--- src/rtl/hi_sim_miller_rx.sv ---
// ============================================================================
// Module   : hi_sim_miller_rx
// Purpose  : ISO 14443A (106 kbit/s) modified-Miller reader->tag demodulator.
//            Optional CRC_A frame check enabled by macro HI_SIM_RX_CRC_EN.
// Revision : 1.0 - initial release
// ============================================================================
`default_nettype none

module hi_sim_miller_rx #(
  parameter int BIT_PERIOD = 128,
  parameter int PAUSE_MIN  = 6,
  parameter int TOL        = 16,
  parameter int PAUSE_MAX  = 64
) (
  input  logic       ck_1356meg,
  input  logic       rst_n,
  input  logic       carrier_in,
  output logic [7:0] rx_data,
  output logic [3:0] rx_bits,
  output logic       rx_valid,
  output logic       rx_parity_err,
  output logic       rx_sof,
  output logic       rx_eof,
  output logic       rx_err,
  output logic       rx_busy,
  output logic       rx_crc_ok
);

  localparam int c_pw  = $clog2(BIT_PERIOD);
  localparam int c_lw  = $clog2(PAUSE_MAX + 1);
  localparam int c_dly = PAUSE_MIN + 2;

  localparam logic [c_pw-1:0] c_ph_d    = c_pw'(c_dly);
  localparam logic [c_pw-1:0] c_ph_last = c_pw'(BIT_PERIOD - 1);
  localparam logic [c_pw-1:0] c_z_lim   = c_pw'(c_dly + TOL);
  localparam logic [c_pw-1:0] c_x_lo    = c_pw'(BIT_PERIOD / 2 + c_dly - TOL);
  localparam logic [c_pw-1:0] c_x_hi    = c_pw'(BIT_PERIOD / 2 + c_dly + TOL);
  localparam logic [c_pw-1:0] c_early   = c_pw'(BIT_PERIOD - TOL);

  localparam logic [c_lw-1:0] c_low_evt = c_lw'(PAUSE_MIN - 1);
  localparam logic [c_lw-1:0] c_low_max = c_lw'(PAUSE_MAX - 1);
  localparam logic [c_lw-1:0] c_low_sat = c_lw'(PAUSE_MAX);

  localparam logic [0:0] c_s_idle = 1'b0;
  localparam logic [0:0] c_s_rx   = 1'b1;

  localparam logic [1:0] c_cell_y = 2'd0;
  localparam logic [1:0] c_cell_x = 2'd1;
  localparam logic [1:0] c_cell_z = 2'd2;

  logic [1:0]      r_sync;
  logic [c_lw-1:0] r_low_cnt;
  logic [0:0]      r_state;
  logic [0:0]      w_state_nxt;
  logic [c_pw-1:0] r_ph;
  logic [1:0]      r_cell;
  logic            r_skip;
  logic            r_prev;
  logic            r_pend_vld;
  logic            r_pend_bit;
  logic [7:0]      r_shift;
  logic [3:0]      r_bit_cnt;

  logic [7:0]      r_rx_data;
  logic [3:0]      r_rx_bits;
  logic            r_rx_valid;
  logic            r_rx_parity_err;
  logic            r_rx_sof;
  logic            r_rx_eof;
  logic            r_rx_err;

  logic            w_low;
  logic            w_evt;
  logic            w_loss;
  logic            w_in_rx;
  logic [c_pw-1:0] w_ph_next;
  logic            w_wrap;
  logic            w_z_cur;
  logic            w_z_early;
  logic            w_x;
  logic            w_bad;
  logic            w_close;
  logic            w_dec_bit;
  logic            w_dec_eof;
  logic            w_dec_err;
  logic            w_err;
  logic            w_sof;
  logic            w_eof;
  logic            w_bit_ok;
  logic            w_emit;
  logic            w_byte;
  logic            w_busy;

  // Synchroniser and low-run counter; the counter saturates so a long pause
  // produces exactly one pause event and one carrier-loss event.
  always_ff @(posedge ck_1356meg) begin
    if (!rst_n) begin
      r_sync    <= 2'b11;
      r_low_cnt <= '0;
    end else begin
      r_sync <= {r_sync[0], carrier_in};
      if (r_sync[1])
        r_low_cnt <= '0;
      else if (r_low_cnt != c_low_sat)
        r_low_cnt <= r_low_cnt + 1'b1;
    end
  end

  assign w_low  = ~r_sync[1];
  assign w_evt  = w_low && (r_low_cnt == c_low_evt);
  assign w_loss = w_low && (r_low_cnt == c_low_max);

  always_comb begin
    w_in_rx   = (r_state == c_s_rx);
    w_wrap    = (r_ph == c_ph_last);
    w_ph_next = w_wrap ? '0 : r_ph + 1'b1;
    w_z_cur   = w_in_rx && w_evt && (w_ph_next < c_z_lim);
    w_z_early = w_in_rx && w_evt && !w_z_cur && (w_ph_next >= c_early);
    w_x       = w_in_rx && w_evt && !w_z_cur && !w_z_early &&
                (w_ph_next >= c_x_lo) && (w_ph_next <= c_x_hi);
    w_bad     = w_in_rx && w_evt && !w_z_cur && !w_z_early && !w_x;
    w_close   = w_in_rx && (w_wrap || w_z_early);

    w_dec_bit = 1'b0;
    w_dec_eof = 1'b0;
    w_dec_err = 1'b0;
    // The SOF cell carries no data and is skipped at its close.
    if (w_close && !r_skip) begin
      case (r_cell)
        c_cell_x: w_dec_bit = 1'b1;
        c_cell_z: w_dec_err = r_prev;
        default:  w_dec_eof = ~r_prev;
      endcase
    end

    w_err    = w_in_rx && (w_loss || w_bad || w_dec_err);
    w_sof    = !w_in_rx && w_evt;
    w_eof    = w_close && !r_skip && w_dec_eof && !w_err;
    w_bit_ok = w_close && !r_skip && !w_dec_eof && !w_err;
    w_emit   = w_bit_ok && r_pend_vld;
    w_byte   = w_emit && (r_bit_cnt == 4'd8);
  end

  always_ff @(posedge ck_1356meg) begin
    if (!rst_n)
      r_state <= c_s_idle;
    else
      r_state <= w_state_nxt;
  end

  always_comb begin
    w_state_nxt = r_state;
    case (r_state)
      c_s_idle: if (w_sof) w_state_nxt = c_s_rx;
      c_s_rx:   if (w_err || w_eof) w_state_nxt = c_s_idle;
      default:  w_state_nxt = c_s_idle;
    endcase
  end

  always_comb begin
    w_busy = 1'b0;
    case (r_state)
      c_s_rx:  w_busy = 1'b1;
      default: w_busy = 1'b0;
    endcase
  end

  always_ff @(posedge ck_1356meg) begin
    if (!rst_n) begin
      r_ph            <= '0;
      r_cell          <= c_cell_y;
      r_skip          <= 1'b0;
      r_prev          <= 1'b0;
      r_pend_vld      <= 1'b0;
      r_pend_bit      <= 1'b0;
      r_shift         <= '0;
      r_bit_cnt       <= '0;
      r_rx_data       <= '0;
      r_rx_bits       <= '0;
      r_rx_valid      <= 1'b0;
      r_rx_parity_err <= 1'b0;
      r_rx_sof        <= 1'b0;
      r_rx_eof        <= 1'b0;
      r_rx_err        <= 1'b0;
    end else begin
      r_rx_sof        <= w_sof;
      r_rx_eof        <= w_eof;
      r_rx_err        <= w_err;
      r_rx_valid      <= 1'b0;
      r_rx_parity_err <= 1'b0;
      if (w_sof) begin
        r_ph       <= c_ph_d;
        r_cell     <= c_cell_y;
        r_skip     <= 1'b1;
        r_prev     <= 1'b0;
        r_pend_vld <= 1'b0;
        r_shift    <= '0;
        r_bit_cnt  <= '0;
      end else if (w_in_rx) begin
        r_ph <= (w_z_cur || w_z_early) ? c_ph_d : w_ph_next;
        // A Z event on a closing edge belongs to the cell that is opening.
        if (w_close) begin
          r_cell <= (w_z_cur || w_z_early) ? c_cell_z : c_cell_y;
          r_skip <= 1'b0;
        end else if (w_z_cur) begin
          r_cell <= c_cell_z;
        end else if (w_x) begin
          r_cell <= c_cell_x;
        end
        if (w_bit_ok) begin
          r_prev     <= w_dec_bit;
          r_pend_bit <= w_dec_bit;
          r_pend_vld <= 1'b1;
        end
        if (w_emit) begin
          if (w_byte) begin
            r_rx_valid      <= 1'b1;
            r_rx_data       <= r_shift;
            r_rx_bits       <= 4'd8;
            r_rx_parity_err <= ~^{r_pend_bit, r_shift};
            r_shift         <= '0;
            r_bit_cnt       <= '0;
          end else begin
            r_shift[r_bit_cnt[2:0]] <= r_pend_bit;
            r_bit_cnt               <= r_bit_cnt + 1'b1;
          end
        end
        if (w_eof && (r_bit_cnt != 4'd0)) begin
          r_rx_valid <= 1'b1;
          r_rx_data  <= r_shift;
          r_rx_bits  <= r_bit_cnt;
          r_shift    <= '0;
          r_bit_cnt  <= '0;
        end
      end
    end
  end

  assign rx_data       = r_rx_data;
  assign rx_bits       = r_rx_bits;
  assign rx_valid      = r_rx_valid;
  assign rx_parity_err = r_rx_parity_err;
  assign rx_sof        = r_rx_sof;
  assign rx_eof        = r_rx_eof;
  assign rx_err        = r_rx_err;
  assign rx_busy       = w_busy;

`ifdef HI_SIM_RX_CRC_EN
  logic [15:0] r_crc;
  logic        r_crc_ok;

  function automatic logic [15:0] f_crc_a(input logic [15:0] crc, input logic [7:0] data);
    logic [15:0] v_c;
    v_c = crc;
    for (int i = 0; i < 8; i++)
      v_c = (v_c[0] ^ data[i]) ? ((v_c >> 1) ^ 16'h8408) : (v_c >> 1);
    return v_c;
  endfunction

  // A frame ending in its own CRC_A leaves a zero residue.
  always_ff @(posedge ck_1356meg) begin
    if (!rst_n) begin
      r_crc    <= 16'h6363;
      r_crc_ok <= 1'b0;
    end else if (w_sof) begin
      r_crc    <= 16'h6363;
      r_crc_ok <= 1'b0;
    end else begin
      if (w_byte)
        r_crc <= f_crc_a(r_crc, r_shift);
      if (w_eof)
        r_crc_ok <= (r_crc == 16'h0000);
    end
  end

  assign rx_crc_ok = r_crc_ok;
`else
  assign rx_crc_ok = 1'b0;
`endif

endmodule

`default_nettype wire

--- config.mk ---
export PLATFORM = sky130hd
export DESIGN_NAME = hi_sim_miller_rx
export DESIGN_NICKNAME = d
export VERILOG_FILES = /design/src/rtl/hi_sim_miller_rx.sv
export SDC_FILE = /design/constraint.sdc
export NUM_CORES = 1
export LEC_CHECK = 0
export BUFFER_PORTS_ARGS = -buffer_cell sky130_fd_sc_hd__buf_4
export CORE_ASPECT_RATIO = 0.75
export CORE_UTILIZATION = 55
export CTS_CLUSTER_SIZE = 10
export DETAILED_ROUTE_END_ITERATION = 6
export PLACE_DENSITY = 0.74
export RECOVER_POWER = 100
export SLEW_MARGIN = 10
export SYNTH_ARGS = -nofsm -noshare
export SYNTH_HDL_FRONTEND = slang
export SYNTH_SLANG_ARGS = --single-unit
--- constraint.sdc ---
create_clock -name ck_1356meg -period 2.67 [get_ports ck_1356meg]
set_input_delay 0.534 -clock ck_1356meg [delete_from_list [all_inputs] [get_ports ck_1356meg]]
set_output_delay 0.534 -clock ck_1356meg [all_outputs]
set_load 0.02 [all_outputs]
==> run_results.csv <==
group,metric,value,unit
run_status,status,"finished, violations left",
run_status,violations,"DRC",
timing,skew,0.00806,ns
critical_path,critPathMaxFanout,13,
min_path,min_to,"r_sync[0]$_SDFF_PN1_",
final_layout,layout-drive-gt1-share,0.0848,
grt,grt_max_degree,31,
die,fp.dieH,63.6,microns
timing,fin_crit_sh,0.914,
drt,finalWirelength,6080,microns
final_layout,diodes,0,
critical_path,rr_startpoint,"r_ph[1]$_SDFFE_PP0P_",
drt,antenna_left,0,
grt,grt_pass1_vias,2134,
critical_path,ff2ff_setup_slack,0.23,ns
yosys,yosysWarnings,0,
power_and_ir_drop,p_per_area,422,nW/um^2
drt,drc,8,
drt,drt_iter0_drc,287,
yosys,ys_types,54,
timing,max_slew_margin,0.215,
die,rows,22,
drt,dr.pass1.iters,7,
timing,finalSetupViolCount,0,
yosys,async_flop_share,0,
clocking,htreeDepth,2,
final_layout,instances_no_fill,402,
drt,dr_total_vias,2361,
min_path,hp-start,"carrier_in",
die,dieArea,5350,sq um
timing,fin_hold_ws,0.420,ns
yosys,yosysTopAreaCell,"dfxtp_1",
power_and_ir_drop,total_power,0.00128,W
yosys,avgSynthCellArea,8.72,sq um
yosys,synth_area,2780,sq um
placed_design,gp_congestion,0.878,
timing,hold_violations,0,
die,start_util,0.571,
final_layout,finalNetCount,353,
placed_design,io_buffer_count,20,
timing,tns,0,ns
power_and_ir_drop,leakage,1.10,nW
clocking,clk_pin_slew,0.09,ns
yosys,ys.flop_type,"dfxtp_1",
timing,rsz0062_at_grt,"false",
final_layout,fin_util,0.620,
timing,maxSlewViolCount,0,
timing,max_slew.worst_pin.slew,1.18,ns
yosys,ys_seq_elements,52,
drt,wire_per_inst,15.1,microns
grt,grt.total_usage,0.239,
yosys,synthesis.nets,331,
die,design.core.area,4870,sq um
yosys,synth-edff-count,0,
critical_path,r2r_end,"r_cell[1]$_SDFFE_PP0P_",
grt,overflow,0,
critical_path,end_kind,"flop",
drt,vias_per_cell,5.87,
placed_design,dp_hpwl,4330,microns
critical_path,required,2.87,ns
job,max-cap-violations,0,
clocking,cts_tree,"built",
clocking,worstSkewPairLatency,0.30,ns
critical_path,cp.arrival,2.65,ns
yosys,syn_inst,319,
critical_path,crit_type,"reg -> reg",
clocking,post_cts_buffers,0,
die,io_pins,22,
clocking,cts_inserted_buffers,5,
min_path,hp-class,"in -> reg",
yosys,yosys.area.top_type_share,0.374,
die,die_w,84.1,microns
grt,antenna_found_initial,0,
placed_design,placed_cells,394,
timing,fmax,0.410,GHz
timing,layout_min_cycle_time,2.44,ns
critical_path,worstSetupStartpointType,"flop",
yosys,netlist_top_cells_area,"dfxtp_1, mux2i_1, xnor2_1",
critical_path,reg2regPathDepth,7,
grt,grt_pass1_wl,10200,microns
clocking,root_buffer,"clkbuf_8",
yosys,synth_most_common_cell,"dfxtp_1",
clocking,clock-sinks,52,
yosys,yosysSeqAreaShare,0.374,
final_layout,area_growth,8.54,%
power_and_ir_drop,vdd_drop_max,0.000323,V
min_path,min_path_cells,2,
clocking,clock_path_buffers,2,
yosys,synth_common_cells,"dfxtp_1, nor2_1, nand2_1",
-- layout by cell type, fill, tap and decap left out, types with 7 or more instances in the layout --
cell type / instances
nand2_1: 23
buf_4: 9
nor2_1: 33
dfxtp_1: 52
o21ai_0: 12
nor2b_1: 16
inv_1: 11
mux2i_1: 16
a21oi_1: 12
clkbuf_1: 21
o2111ai_1: 7
xnor2_1: 16
nand3_1: 10
ha_1: 8
-- flip-flops by register name, summed over array words and instances, names as in the netlist, 2 cells and up --
| name | count |
|---|---|
| rx_bits | 4 |
| r_shift | 8 |
| r_bit_cnt | 4 |
| r_sync | 2 |
| r_low_cnt | 7 |
| r_ph | 7 |
| r_cell | 2 |
| rx_data | 8 |
-- kinds of logic after synthesis --
family	after synthesis	synth area share
compound gates	64	0.163
xor+xnor	22	0.0692
fa+ha+maj	9	0.0405
buf+inv	28	0.0432
flops	52	0.374
mux	17	0.0616
other cells	1	0.00135
simple gates	126	0.247
-- stage by stage --
step,area (sq um),setup WS (ns)
after global placement,3020,0.345
after detailed placement,3020,0.224
after floorplan,2780,0.390
after CTS,3110,0.201
final,3020,0.229
after global routing,3020,0.0539
-- repair_timing --
action                     CTS  global route
hold endpoints to repair     0             0
hold buffers                 0             0
setup endpoints to repair    0             4
gates resized for setup      0             2
-- final cells by class --
cell class | count | area, sq um
multi-input combinational | 239 | 1610
clock buffer | 7 | 86.3
fill | 436 | 1850
inverter | 11 | 41.3
timing repair buffer | 32 | 158
tap | 60 | 75.1
sequential | 52 | 1040
clock inverter | 1 | 7.51
-- critical path, cell delays in order, from the launching register on --
cell and delay [ns]:
dfxtp_1 0.49, ha_2 0.38, nand4bb_1 0.16, a2bb2oi_1 0.35
a21oi_1 0.15, o21ai_1 0.46, o211ai_1 0.15, and3b_1 0.21
-- layer usage --
layer / vias up / part of all wire / global-route usage
met1: 1093 / 0.52 / 0.352
li1: 1174 / - / -
met4: 0 / 0.012 / 0.0647
met2: 80 / 0.40 / 0.347
met5: - / 0 / 0
met3: 14 / 0.068 / 0.0537
-- how the worst max path moves through the flow --
| stage | start | end | slack, ns |
|---|---|---|---|
| final | r_ph[1]$_SDFFE_PP0P_ | r_cell[1]$_SDFFE_PP0P_ | 0.23 |
| after CTS | r_ph[1]$_SDFFE_PP0P_ | r_cell[1]$_SDFFE_PP0P_ | 0.20 |
| after floorplan | r_cell[0]$_SDFFE_PP0P_ | r_shift[7]$_SDFFE_PP0P_ | 0.39 |
| after global routing | r_ph[1]$_SDFFE_PP0P_ | r_bit_cnt[1]$_SDFFE_PP0P_ | 0.05 |
| after global placement | r_ph[1]$_SDFFE_PP0P_ | r_bit_cnt[0]$_SDFFE_PP0P_ | 0.34 |
| after detailed placement | r_ph[1]$_SDFFE_PP0P_ | r_cell[1]$_SDFFE_PP0P_ | 0.22 |
-- power by group --
part / internal [W] / switching [W] / leakage (nW)
registers: 0.000777 / 0.00000105 / 0.419
clock network: 0.000211 / 0.000261 / 0.0445
logic: 0.00000945 / 0.0000160 / 0.635
Power figures use the tool's default switching activity.
